File: src/rtl/mux_rr_sel.sv
// -----------------------------------------------------------------------------
// mux_rr_sel
//   N-channel, W-bit registered multiplexer with valid/ready handshakes on every
//   input and on the output. One channel is picked per cycle, either the one
//   named by sel_i (manual mode) or by fair round-robin arbitration (scan mode).
//   The chosen beat lands in a single output register tagged with its channel.
//
// Ports
//   clk_i        clock, all logic on the rising edge
//   rst_ni       synchronous active-low reset
//   in_data_i    CH*WIDTH packed channel data, channel i at [i*WIDTH +: WIDTH]
//   in_valid_i   per-channel valid
//   in_ready_o   per-channel accept (combinational, at most one bit high)
//   mode_i       0 = manual select, 1 = round-robin scan
//   sel_i        channel index used in manual mode
//   out_data_o   registered selected data
//   out_ch_o     registered index of the channel that supplied out_data_o
//   out_valid_o  registered output valid
//   out_ready_i  downstream accept
// -----------------------------------------------------------------------------
module mux_rr_sel #(
  parameter int WIDTH = 4,
  parameter int CH    = 4,
  parameter int SEL_W = 2
) (
  input  logic                  clk_i,
  input  logic                  rst_ni,
  input  logic [CH*WIDTH-1:0]   in_data_i,
  input  logic [CH-1:0]         in_valid_i,
  output logic [CH-1:0]         in_ready_o,
  input  logic                  mode_i,
  input  logic [SEL_W-1:0]      sel_i,
  output logic [WIDTH-1:0]      out_data_o,
  output logic [SEL_W-1:0]      out_ch_o,
  output logic                  out_valid_o,
  input  logic                  out_ready_i
);

  // After reset the pointer sits on the last channel so the first scan starts at 0.
  localparam logic [SEL_W-1:0] PTR_RST = SEL_W'(CH - 1);

  logic [WIDTH-1:0] out_data_q, out_data_d;
  logic [SEL_W-1:0] out_ch_q, out_ch_d;
  logic             out_valid_q, out_valid_d;
  logic [SEL_W-1:0] ptr_q, ptr_d;

  logic             load_en_s;
  logic             grant_valid_s;
  logic [SEL_W-1:0] grant_s;
  logic [CH-1:0]    in_ready_s;

  // Channel index base+off wrapped modulo CH; off never exceeds CH, so a single
  // subtraction is enough.
  function automatic logic [SEL_W-1:0] wrap_idx(input logic [SEL_W-1:0] base,
                                                input int               off);
    int sum;
    sum = int'(base) + off;
    if (sum >= CH) begin
      sum = sum - CH;
    end else begin
      sum = sum;
    end
    return SEL_W'(sum);
  endfunction

  // The output register may take a new beat when empty or draining this cycle.
  assign load_en_s = !out_valid_q || out_ready_i;

  // Grant decision: manual select or round-robin search starting after ptr_q.
  always_comb begin
    grant_s       = '0;
    grant_valid_s = 1'b0;
    if (mode_i == 1'b0) begin
      // Out-of-range select values (CH not a power of two) never grant.
      if (int'(sel_i) < CH) begin
        if (in_valid_i[sel_i]) begin
          grant_s       = sel_i;
          grant_valid_s = 1'b1;
        end else begin
          grant_valid_s = 1'b0;
        end
      end else begin
        grant_valid_s = 1'b0;
      end
    end else begin
      for (int k = 1; k <= CH; k++) begin
        if (!grant_valid_s && in_valid_i[wrap_idx(ptr_q, k)]) begin
          grant_s       = wrap_idx(ptr_q, k);
          grant_valid_s = 1'b1;
        end else begin
          grant_valid_s = grant_valid_s;
        end
      end
    end
  end

  // Accept strobe for the granted channel. Held low during reset because a beat
  // accepted then would be discarded by the same reset edge.
  always_comb begin
    in_ready_s = '0;
    for (int i = 0; i < CH; i++) begin
      if (rst_ni && load_en_s && grant_valid_s && (grant_s == SEL_W'(i))) begin
        in_ready_s[i] = 1'b1;
      end else begin
        in_ready_s[i] = 1'b0;
      end
    end
  end

  // Next state of the output register and round-robin pointer.
  always_comb begin
    out_data_d  = out_data_q;
    out_ch_d    = out_ch_q;
    out_valid_d = out_valid_q;
    ptr_d       = ptr_q;
    if (load_en_s) begin
      if (grant_valid_s) begin
        out_data_d  = in_data_i[grant_s*WIDTH +: WIDTH];
        out_ch_d    = grant_s;
        out_valid_d = 1'b1;
        ptr_d       = grant_s;
      end else begin
        // Nothing to load: drop valid, keep the last data/channel visible.
        out_valid_d = 1'b0;
      end
    end else begin
      out_valid_d = out_valid_q;
    end
  end

  // State registers with synchronous active-low reset.
  always_ff @(posedge clk_i) begin
    if (!rst_ni) begin
      out_data_q  <= '0;
      out_ch_q    <= '0;
      out_valid_q <= 1'b0;
      ptr_q       <= PTR_RST;
    end else begin
      out_data_q  <= out_data_d;
      out_ch_q    <= out_ch_d;
      out_valid_q <= out_valid_d;
      ptr_q       <= ptr_d;
    end
  end

  assign in_ready_o  = in_ready_s;
  assign out_data_o  = out_data_q;
  assign out_ch_o    = out_ch_q;
  assign out_valid_o = out_valid_q;

endmodule

File: config.mk
export PLATFORM = sky130hd
export DESIGN_NAME = mux_rr_sel
export DESIGN_NICKNAME = d
export VERILOG_FILES = /design/src/rtl/mux_rr_sel.sv
export SDC_FILE = /design/constraint.sdc
export NUM_CORES = 1
export LEC_CHECK = 0
export BUFFER_PORTS_ARGS = -buffer_cell sky130_fd_sc_hd__clkbuf_2
export CORE_UTILIZATION = 40
export CTS_CLUSTER_SIZE = 12
export DETAILED_ROUTE_END_ITERATION = 8
export PLACE_DENSITY = 0.66
export SYNTH_ARGS = -nofsm -noshare
export SYNTH_HDL_FRONTEND = slang
export SYNTH_SLANG_ARGS = --single-unit
File: constraint.sdc
create_clock -name clk_i -period 1.8 [get_ports clk_i]
set_input_delay 0.09 -clock clk_i [delete_from_list [all_inputs] [get_ports clk_i]]
set_output_delay 0.09 -clock clk_i [all_outputs]
set_load 0.01 [all_outputs]
==> impl_metrics.env, run 1 <==
export IMPL_synth_edf_count=0
export IMPL_status="complete, but fails checks"
export IMPL_max_stage_delay_ns=0.39
export IMPL_required_ns=1.71
export IMPL_synth_nets=158
export IMPL_synth_top_area_share_pct=17.31
export IMPL_netlist_instances=132
export IMPL_maxSlewHeadroom_pct=74.59
export IMPL_clock_power_share_pct=21.3
export IMPL_hold_viol_final=0
export IMPL_end_kind="primary output"
export IMPL_dieHeight_um=53.02
export IMPL_worstMarginPinSlew_ns=0.3786
export IMPL_powerDensity_nw_per_um2=576.8
export IMPL_io_pins=37
export IMPL_r2r_end="out_data_o[2]$_SDFFE_PN0P_"
export IMPL_numCtsBuffers=3
export IMPL_yosysMostFrequentCell="nand2_1"
export IMPL_crit_type="flop to primary output"
export IMPL_grt_ovfl_total=0
export IMPL_synth_top_family_by_area="simple AND/OR/NAND/NOR gates"
export IMPL_combPwrFrac_pct=47.2
export IMPL_dp_cells=192
export IMPL_dp_hpwl_um=2016
export IMPL_rsz0062_at_grt="yes"
export IMPL_grt_util_met3_pct=2.586
export IMPL_cts_max_level=1
export IMPL_cap_violations=0
export IMPL_min_delay_start="rst_ni"
export IMPL_clock_fmax_mhz=549.7
export IMPL_start_kind="flop"
export IMPL_synthSimpleGateAreaFrac_pct=37.62
export IMPL_hp_class="primary input to flop"
export IMPL_synth_mux_area_fraction_pct=4.327
export IMPL_synth_fa_ha_area_share_pct=0
export IMPL_core_um2=2477
export IMPL_setup_violations=1
export IMPL_cts_sinks=9
export IMPL_cts_tree="yes"
export IMPL_vias=1211
export IMPL_fillers=247
export IMPL_gp_congestion=0.7621
export IMPL_period_needed_ns=1.819
export IMPL_wl_um=2997
export IMPL_nets=203
export IMPL_rr_worst_depth=7
export IMPL_worstPathArrival_ns=1.73
export IMPL_cts_root_buf="clkbuf_4"
export IMPL_grtUsageTotal_pct=21.33
export IMPL_layout_cells_non_filler=206
export IMPL_reg2reg_from="ptr_q[1]$_SDFFE_PN1P_"
export IMPL_crit_fanout=7
export IMPL_met2_usage_pct=34.60
export IMPL_synth_common_cells="14 x nand2_1, 13 x o221ai_1, 12 x nand2b_1"
export IMPL_wl_per_cell_um=14.55
export IMPL_rows=18
export IMPL_synth_compound_area_share_pct=33.65
export IMPL_ys_top_cells_by_area="dfxtp_1 17%, o221ai_1 11%, a211oi_2 9.6%, nand2b_1 7.2%, nand4b_1 6.7%"
export IMPL_ys_seq_area_share_pct=17.31
export IMPL_antenna_found_initial=0
export IMPL_initial_core_util_pct=42.02
export IMPL_synthToLayoutAreaGrowth_pct=29.33
export IMPL_dieWidth_um=53.02
export IMPL_grt_pass1_vias=994
export IMPL_clk_pin_slew_worst_paths_ns=0.08
export IMPL_finalCritPeriodShare_pct=101.1
export IMPL_ant_nets=0
export IMPL_p_leak_uw=0.0005895
export IMPL_p_int_uw=482.9
export IMPL_vdd_drop_max_mv=0.4967
export IMPL_clock_latency_ns=0.27
export IMPL_finalWorstSetupSlack_ns=-0.01911
export IMPL_holdPathEnd="ptr_q[0]$_SDFFE_PN1P_"
export IMPL_synth_area_um2=1041
export IMPL_drv_slew=0
export IMPL_portBuffers=36
export IMPL_cts_buffer_depth=2
export IMPL_holdPathStages=2
export IMPL_r2r_slack_ns=0.03
export IMPL_sw_frac_of_total_pct=37.82
export IMPL_synthFlopType="dfxtp_1"
export IMPL_avgSynthCellArea_um2=7.886
export IMPL_grt_pass1_wl_um=4443
export IMPL_grt_max_degree=25
export IMPL_seqPwrFrac_pct=31.6
export IMPL_via_per_inst=5.879
export IMPL_switchingPower_uw=293.6
export IMPL_power_total_uw=776.5
export IMPL_dieArea_um2=2811
export IMPL_drtPass1Iterations=7
export IMPL_skew_ns=0.01107
export IMPL_synth_seq_cells=9
export IMPL_ys_warn_count=0
export IMPL_grt_util_met1_pct=29.55
export IMPL_synth_largest_area_cell="dfxtp_1"
export IMPL_n_antenna_cell=0
export IMPL_violations="DRC, setup timing"
export IMPL_synthXorXnorAreaFrac_pct=0
export IMPL_first_iter_violations=34
export IMPL_layout_drive_gt1_share_pct=40.91
export IMPL_synth_cell_types=34
export IMPL_grt_busiest_layer="met2"
export IMPL_synthArstFlopShare_pct=0
export IMPL_drcViolationCount=2
export IMPL_cpMaxStageDelayCell="dfxtp_4"
export IMPL_path_cells="mux2i_1 -> o221ai_1 -> o21a_1 -> nand3b_1 -> nor2_1 -> buf_2"
[worst max-delay path, delay by kind of cell, from the launching register on]
kind                   cells  cell delay (ns)
AO/OA/AOI/OAI              2             0.35
buffers and inverters      1             0.14
flip-flops                 1             0.39
multiplexers               1             0.18
AND/OR/NAND/NOR            2             0.41
[area by class of cell]
type / count / area [um^2] / area share, %
timing repair buffer: 52 / 300.3 / 22.30
sequential: 9 / 187.7 / 13.94
tap: 30 / 37.54 / 2.788
multi-input combinational: 111 / 794.5 / 59.01
clock buffer: 4 / 26.28 / 1.952
[sequential cells by signal, summed over array words and instances (netlist names)]
name,count
out_valid_o,1
out_data_o,4
ptr_q,2
out_ch_o,2
[power by group through the flow]
stage          Clock (uW)  Combinational, uW  Sequential (uW)
2_1_floorplan           0                232              248
3_3_place_gp            0                323              247
3_5_place_dp            0                330              247
4_1_cts               164                338              244
5_1_grt               179                398              247
6_report              165                366              245
[cells by family after synthesis]
kind of cell / count (synthesis)
mux: 4
flops: 9
compound gates: 39
simple gates: 68
buf+inv: 12
[per-stage QoR]
step                cell area, um^2  hold slack, ns   TNS, ns  utilization (%)  worst slack (ns)
CTS                            1277          0.1225         0            51.57          0.002020
global route                   1346          0.1510   -0.5641            54.34           -0.1411
floorplan                      1041          0.3148         0                -            0.1781
finish                         1346          0.1322  -0.01911            54.34          -0.01911
global placement               1230          0.3914         0            49.65            0.1467
detailed placement             1230          0.3941         0            49.65           0.08760
[how the worst max path moves through the flow]
stage                                startpoint                         end  slack [ns]  cells past startpoint
final                     ptr_q[1]$_SDFFE_PN1P_               in_ready_o[2]       -0.02                      6
after global routing      ptr_q[1]$_SDFFE_PN1P_               in_ready_o[2]       -0.14                      6
after CTS                 ptr_q[0]$_SDFFE_PN1P_               in_ready_o[3]       0.002                      6
after detailed placement  ptr_q[1]$_SDFFE_PN1P_  out_data_o[0]$_SDFFE_PN0P_        0.09                      5
after global placement    ptr_q[1]$_SDFFE_PN1P_               in_ready_o[2]        0.15                      6
after floorplan           ptr_q[0]$_SDFFE_PN1P_               in_ready_o[2]        0.18                      7
[repair_timing]
action,4_1_cts,5_1_grt
hold buffers,0,0
resized for setup,4,4
pin swaps,0,2
endpoints found under the setup margin,4,4
setup buffers,2,8
[layer usage]
metal | share of wire [%] | wire (um)
met5 | 0 | 0
met4 | 0.97 | 29
met3 | 2.5 | 75
met2 | 51 | 1530
met1 | 45 | 1362
[cell usage in the layout, fill, tap and decap left out, types with 2 or more instances in the layout]
cell,count
clkbuf_2,34
buf_4,16
nand2_1,14
o221ai_1,13
nand2b_1,12
and3_1,8
nor3_1,8
nand4b_1,8
a211oi_2,8
nand3_1,7
dfxtp_1,7
nor2_1,6
a21boi_1,3
o21a_1,3
mux2i_1,3
clkbuf_4,3
a21oi_1,2
buf_2,2
dfxtp_4,2
(Power assumes the default switching activity.)
==> inputs of run 2 (changes only) <==
--- a/config.mk
+++ b/config.mk
@@ -6,6 +6,7 @@
 export NUM_CORES = 1
 export LEC_CHECK = 0
 export BUFFER_PORTS_ARGS = -buffer_cell sky130_fd_sc_hd__clkbuf_2
+export CORE_ASPECT_RATIO = 0.9
 export CORE_UTILIZATION = 40
 export CTS_CLUSTER_SIZE = 12
 export DETAILED_ROUTE_END_ITERATION = 8
==> impl_metrics.env, run 2 (same netlist as run 1, synthesis figures left out) <==
export IMPL_core_um2=2467
export IMPL_via_per_inst=6.198
export IMPL_vias=1221
export IMPL_hp_class="primary input to flop"
export IMPL_path_cells="mux2i_1 -> o221ai_1 -> o21a_1 -> nand3b_1 -> nor2_1 -> buf_2"
export IMPL_rr_worst_depth=6
export IMPL_rows=17
export IMPL_holdPathStages=2
export IMPL_end_kind="primary output"
export IMPL_setup_violations=0
export IMPL_skew_ns=0.01091
export IMPL_r2r_slack_ns=0.16
export IMPL_finalCritPeriodShare_pct=96.26
export IMPL_seqCellArea_um2=187.7
export IMPL_layout_common_cells="33 x clkbuf_2, 14 x nand2_1, 13 x o221ai_1"
export IMPL_rsz0062_at_grt="yes"
export IMPL_antenna_found_initial=0
export IMPL_crit_fanout=7
export IMPL_grtUsageTotal_pct=22.62
export IMPL_r2r_end="out_ch_o[1]$_SDFFE_PN0P_"
export IMPL_critPathBufInv=1
export IMPL_hold_viol_final=0
export IMPL_min_delay_start="rst_ni"
export IMPL_grt_max_degree=38
export IMPL_cts_sinks=9
export IMPL_clk_pin_slew_worst_paths_ns=0.06
export IMPL_dieWidth_um=55.78
export IMPL_max_stage_delay_ns=0.38
export IMPL_portBuffers=36
export IMPL_powerDensity_nw_per_um2=584.8
export IMPL_maxSlewHeadroom_pct=77.31
export IMPL_cts_tree="yes"
export IMPL_cap_violations=0
export IMPL_holdPathEnd="ptr_q[0]$_SDFFE_PN1P_"
export IMPL_wl_um=2984
export IMPL_status="finished, final reports clean"
export IMPL_required_ns=1.71
export IMPL_io_pins=37
export IMPL_dieHeight_um=50.40
export IMPL_reg2reg_from="ptr_q[0]$_SDFFE_PN1P_"
export IMPL_vdd_drop_max_mv=0.4641
export IMPL_grt_pass1_wl_um=5057
export IMPL_nets=196
export IMPL_layout_drive_gt1_share_pct=39.64
export IMPL_n_antenna_cell=0
export IMPL_dieArea_um2=2811
export IMPL_largest_reg_flops=4
export IMPL_numCtsBuffers=3
export IMPL_worstMarginPinSlew_ns=0.3404
export IMPL_stdcell_area_um2=1301
export IMPL_fillers=248
export IMPL_grt_pass1_vias=1178
export IMPL_synthToLayoutAreaGrowth_pct=25.00
export IMPL_clock_latency_ns=0.26
export IMPL_drtPass1Iterations=4
export IMPL_p_leak_uw=0.0005597
export IMPL_fin_setup_tns_ns=0
export IMPL_crit_type="flop to primary output"
export IMPL_period_needed_ns=1.733
export IMPL_holdWs_ns=0.1071
export IMPL_gp_congestion=0.7175
export IMPL_ant_nets=0
export IMPL_first_iter_violations=38
export IMPL_cts_buffer_depth=2
export IMPL_clock_fmax_mhz=577.2
export IMPL_worstPathArrival_ns=1.64
export IMPL_mostFrequentLayoutCell="clkbuf_2"
export IMPL_dp_hpwl_um=2140
export IMPL_drcViolationCount=0
export IMPL_multi_input_area_um2=804.5
export IMPL_wl_per_cell_um=15.15
export IMPL_critical_path_top_delay_family="flip-flops"
export IMPL_cts_max_level=1
export IMPL_cpMaxStageDelayCell="dfxtp_4"
export IMPL_start_kind="flop"
export IMPL_cts_root_buf="clkbuf_4"
export IMPL_post_dp_cell_area_um2=1220
export IMPL_grt_ovfl_total=0
export IMPL_drv_slew=0
export IMPL_cts_hold_repair_buffers=0
export IMPL_initial_core_util_pct=42.19
## run 2: cell count changes in the layout (fill, tap and decap cells not counted)
cell,before,now
clkbuf_2,34,33
a21boi_2,0,1
buf_2,2,3
a21boi_1,3,2
buf_4,16,9
a31oi_2,0,1
a31oi_1,1,0
## run 2: area by class of cell
cell class                      instances  share of cell area (%)
Multi-Input combinational cell        111                   61.83
Timing Repair Buffer                   45                   19.04
Sequential cell                         9                   14.42
Tap cell                               28                   2.692
Clock buffer                            4                   2.019
## run 2: metal layers
| layer | up-vias | wire, um | global-route usage (%) |
|---|---|---|---|
| li1 | 588 | - | - |
| met1 | 580 | 1309 | 27.41 |
| met2 | 47 | 1475 | 39.96 |
| met3 | 6 | 152 | 4.381 |
| met4 | 0 | 46 | 7.917 |
| met5 | - | 0 | 0 |
## run 2: worst register-to-register path, delay by kind of cell, from the launching register on
kind,cells,cell delay [ns]
compound gates,3,0.67
buf+inv,1,0.19
flops,1,0.40
simple gates,2,0.31
## run 2: metrics by stage
stage | instances | util (%) | worst slack, ns | power [uW]
finish | 197 | 52.74 | 0.06738 | 760.9
floorplan | 132 | - | 0.1781 | 480.8
global route | 197 | 52.74 | -0.04752 | 821.0
global placement | 189 | 49.44 | 0.09740 | 569.2
CTS | 195 | 51.37 | 0.03874 | 747.4
detailed placement | 189 | 49.44 | 0.04678 | 581.2
## run 2: how the worst max path moves through the flow
stage	from	to	cells past startpoint
floorplan	ptr_q[0]$_SDFFE_PN1P_	in_ready_o[2]	7
global placement	ptr_q[1]$_SDFFE_PN1P_	out_data_o[2]$_SDFFE_PN0P_	5
detailed placement	ptr_q[1]$_SDFFE_PN1P_	out_data_o[2]$_SDFFE_PN0P_	5
CTS	ptr_q[1]$_SDFFE_PN1P_	in_ready_o[2]	6
global route	ptr_q[1]$_SDFFE_PN1P_	in_ready_o[0]	6
finish	ptr_q[1]$_SDFFE_PN1P_	in_ready_o[0]	6
## run 2: timing repair
item | in CTS | in global routing
hold endpoints to repair | 0 | 0
endpoints found under the setup margin | 4 | 4
pin swaps | 1 | 4
buffers inserted | 2 | 2
resized for setup | 4 | 7
## run 2: power breakdown
group / internal (uW) / switching (uW)
combinational: 163 / 198
sequential: 224 / 20.7
clock: 85.4 / 70.6
==> inputs of run 3 (changes only) <==
--- a/config.mk
+++ b/config.mk
@@ -10,7 +10,8 @@
 export CORE_UTILIZATION = 40
 export CTS_CLUSTER_SIZE = 12
 export DETAILED_ROUTE_END_ITERATION = 8
-export PLACE_DENSITY = 0.66
+export PLACE_DENSITY = 0.77
+export SLEW_MARGIN = 20
 export SYNTH_ARGS = -nofsm -noshare
 export SYNTH_HDL_FRONTEND = slang
 export SYNTH_SLANG_ARGS = --single-unit
==> impl_metrics.env, run 3 (same netlist as run 1, synthesis figures left out) <==
export IMPL_clk_pin_slew_worst_paths_ns=0.06
export IMPL_grt_pass1_vias=1154
export IMPL_dieHeight_um=50.40
export IMPL_max_stage_delay_ns=0.37
export IMPL_core_um2=2467
export IMPL_clock_latency_ns=0.26
export IMPL_seqPwrFrac_pct=31.4
export IMPL_rsz0062_at_grt="yes"
export IMPL_path_cells="mux2i_1 -> o221ai_1 -> o21a_1 -> nand3b_1 -> nor2_1 -> buf_2"
export IMPL_switchingPower_uw=298.2
export IMPL_drtPass1Iterations=4
export IMPL_critical_path_top_delay_family="compound AO/OA/AOI/OAI gates"
export IMPL_finalCritPeriodShare_pct=98.86
export IMPL_gp_congestion=0.8514
export IMPL_mostFrequentLayoutCell="clkbuf_2"
export IMPL_grt_ovfl_total=0
export IMPL_skew_ns=0.004198
export IMPL_wl_um=3166
export IMPL_clock_fmax_mhz=562.0
export IMPL_dieArea_um2=2811
export IMPL_initial_core_util_pct=42.19
export IMPL_drcViolationCount=0
export IMPL_layout_drive_gt1_share_pct=40.12
export IMPL_vdd_drop_max_mv=0.4757
export IMPL_combPwrFrac_pct=47.3
export IMPL_crit_type="flop to primary output"
export IMPL_first_iter_violations=37
export IMPL_min_delay_start="rst_ni"
export IMPL_cap_violations=0
export IMPL_p_leak_uw=0.0005720
export IMPL_synthToLayoutAreaGrowth_pct=26.08
export IMPL_status="finished, final reports clean"
export IMPL_period_needed_ns=1.779
export IMPL_holdPathStages=2
export IMPL_cts_tree="yes"
export IMPL_dp_hpwl_um=2200
export IMPL_cpMaxStageDelayCell="dfxtp_4"
export IMPL_cts_max_level=1
export IMPL_hold_viol_final=0
export IMPL_p_int_uw=474.6
export IMPL_n_antenna_cell=0
export IMPL_rows=17
export IMPL_fin_util_pct=53.19
export IMPL_largest_reg_flops=4
export IMPL_maxSlewHeadroom_pct=76.65
export IMPL_via_per_inst=6.375
export IMPL_end_kind="primary output"
export IMPL_cts_buffer_depth=2
export IMPL_portBuffers=36
export IMPL_hp_class="primary input to flop"
export IMPL_wl_per_cell_um=15.83
export IMPL_layout_common_cells="34 x clkbuf_2, 14 x nand2_1, 13 x o221ai_1"
export IMPL_grt_pass1_wl_um=5112
export IMPL_r2r_end="out_data_o[3]$_SDFFE_PN0P_"
export IMPL_holdPathEnd="ptr_q[1]$_SDFFE_PN1P_"
export IMPL_crit_fanout=4
export IMPL_drv_slew=0
export IMPL_ant_nets=0
export IMPL_sw_frac_of_total_pct=38.59
export IMPL_vias=1275
export IMPL_numCtsBuffers=3
export IMPL_critPathBufInv=1
export IMPL_reg2reg_from="ptr_q[1]$_SDFFE_PN1P_"
export IMPL_grt_max_degree=22
export IMPL_antenna_found_initial=0
export IMPL_worstPathArrival_ns=1.69
export IMPL_power_total_uw=772.8
export IMPL_dieWidth_um=55.78
export IMPL_cts_sinks=9
export IMPL_io_pins=37
export IMPL_worstMarginPinSlew_ns=0.3503
export IMPL_grtUsageTotal_pct=22.31
export IMPL_start_kind="flop"
export IMPL_nets=199
export IMPL_fillers=246
export IMPL_required_ns=1.71
export IMPL_setup_violations=0
export IMPL_r2r_slack_ns=0.18
export IMPL_cts_root_buf="clkbuf_4"
export IMPL_clock_power_share_pct=21.3
export IMPL_rr_worst_depth=6
export IMPL_powerDensity_nw_per_um2=588.8
## run 3: cell types whose count changed in the layout (fill, tap and decap cells not counted)
cell / change
a21boi_1: +1
a21boi_2: -1
a21o_2: +1
a21o_4: -1
a31oi_1: +1
a31oi_2: -1
buf_2: -1
buf_4: +3
clkbuf_2: +1
nand3_1: -1
nand3_2: +1
## run 3: how the worst max path moves through the flow
stage                          start                    endpoint  cells after the start
2_1_floorplan  ptr_q[0]$_SDFFE_PN1P_               in_ready_o[2]                      7
3_3_place_gp   ptr_q[1]$_SDFFE_PN1P_  out_data_o[0]$_SDFFE_PN0P_                      5
3_5_place_dp   ptr_q[1]$_SDFFE_PN1P_  out_data_o[3]$_SDFFE_PN0P_                      5
4_1_cts        ptr_q[0]$_SDFFE_PN1P_               in_ready_o[3]                      6
5_1_grt        ptr_q[1]$_SDFFE_PN1P_               in_ready_o[2]                      6
6_report       ptr_q[1]$_SDFFE_PN1P_               in_ready_o[2]                      6
## run 3: routing by layer
layer / vias to the layer above / GRT usage [%] / wire, um
met5: - / 0 / 0
li1: 599 / - / -
met4: 0 / 8.333 / 4
met3: 2 / 3.866 / 231
met1: 618 / 27.03 / 1315
met2: 56 / 39.56 / 1615
## run 3: area by class of cell
class / instances / area (um^2) / share of cell area, %
multi-input combinational: 111 / 793.3 / 60.44
timing repair buffer: 48 / 270.3 / 20.59
sequential: 9 / 187.7 / 14.30
tap: 28 / 35.03 / 2.669
clock buffer: 4 / 26.28 / 2.002
## run 3: power groups by stage
stage / clock network, uW / logic, uW / registers [uW]
after floorplan: 0 / 232 / 248
after global placement: 0 / 320 / 245
after detailed placement: 0 / 331 / 248
after CTS: 162 / 337 / 244
after global routing: 180 / 397 / 245
final: 165 / 365 / 243
## run 3: stage by stage
step	std cells	instance area (um^2)	hold WS, ns	setup TNS, ns	worst slack (ns)
global route	200	1313	0.1703	-0.3295	-0.1508
global placement	189	1220	0.3888	0	0.1707
finish	200	1313	0.1399	0	0.02059
CTS	194	1259	0.1315	0	0.006384
floorplan	132	1041	0.3148	0	0.1781
detailed placement	189	1220	0.3988	0	0.03415
## run 3: what timing repair did
item,4_1_cts,5_1_grt
pin swaps,0,4
hold endpoints to repair,0,0
hold buffers,0,0
endpoints found under the setup margin,4,4
gates resized for setup,3,5
buffers inserted,1,6
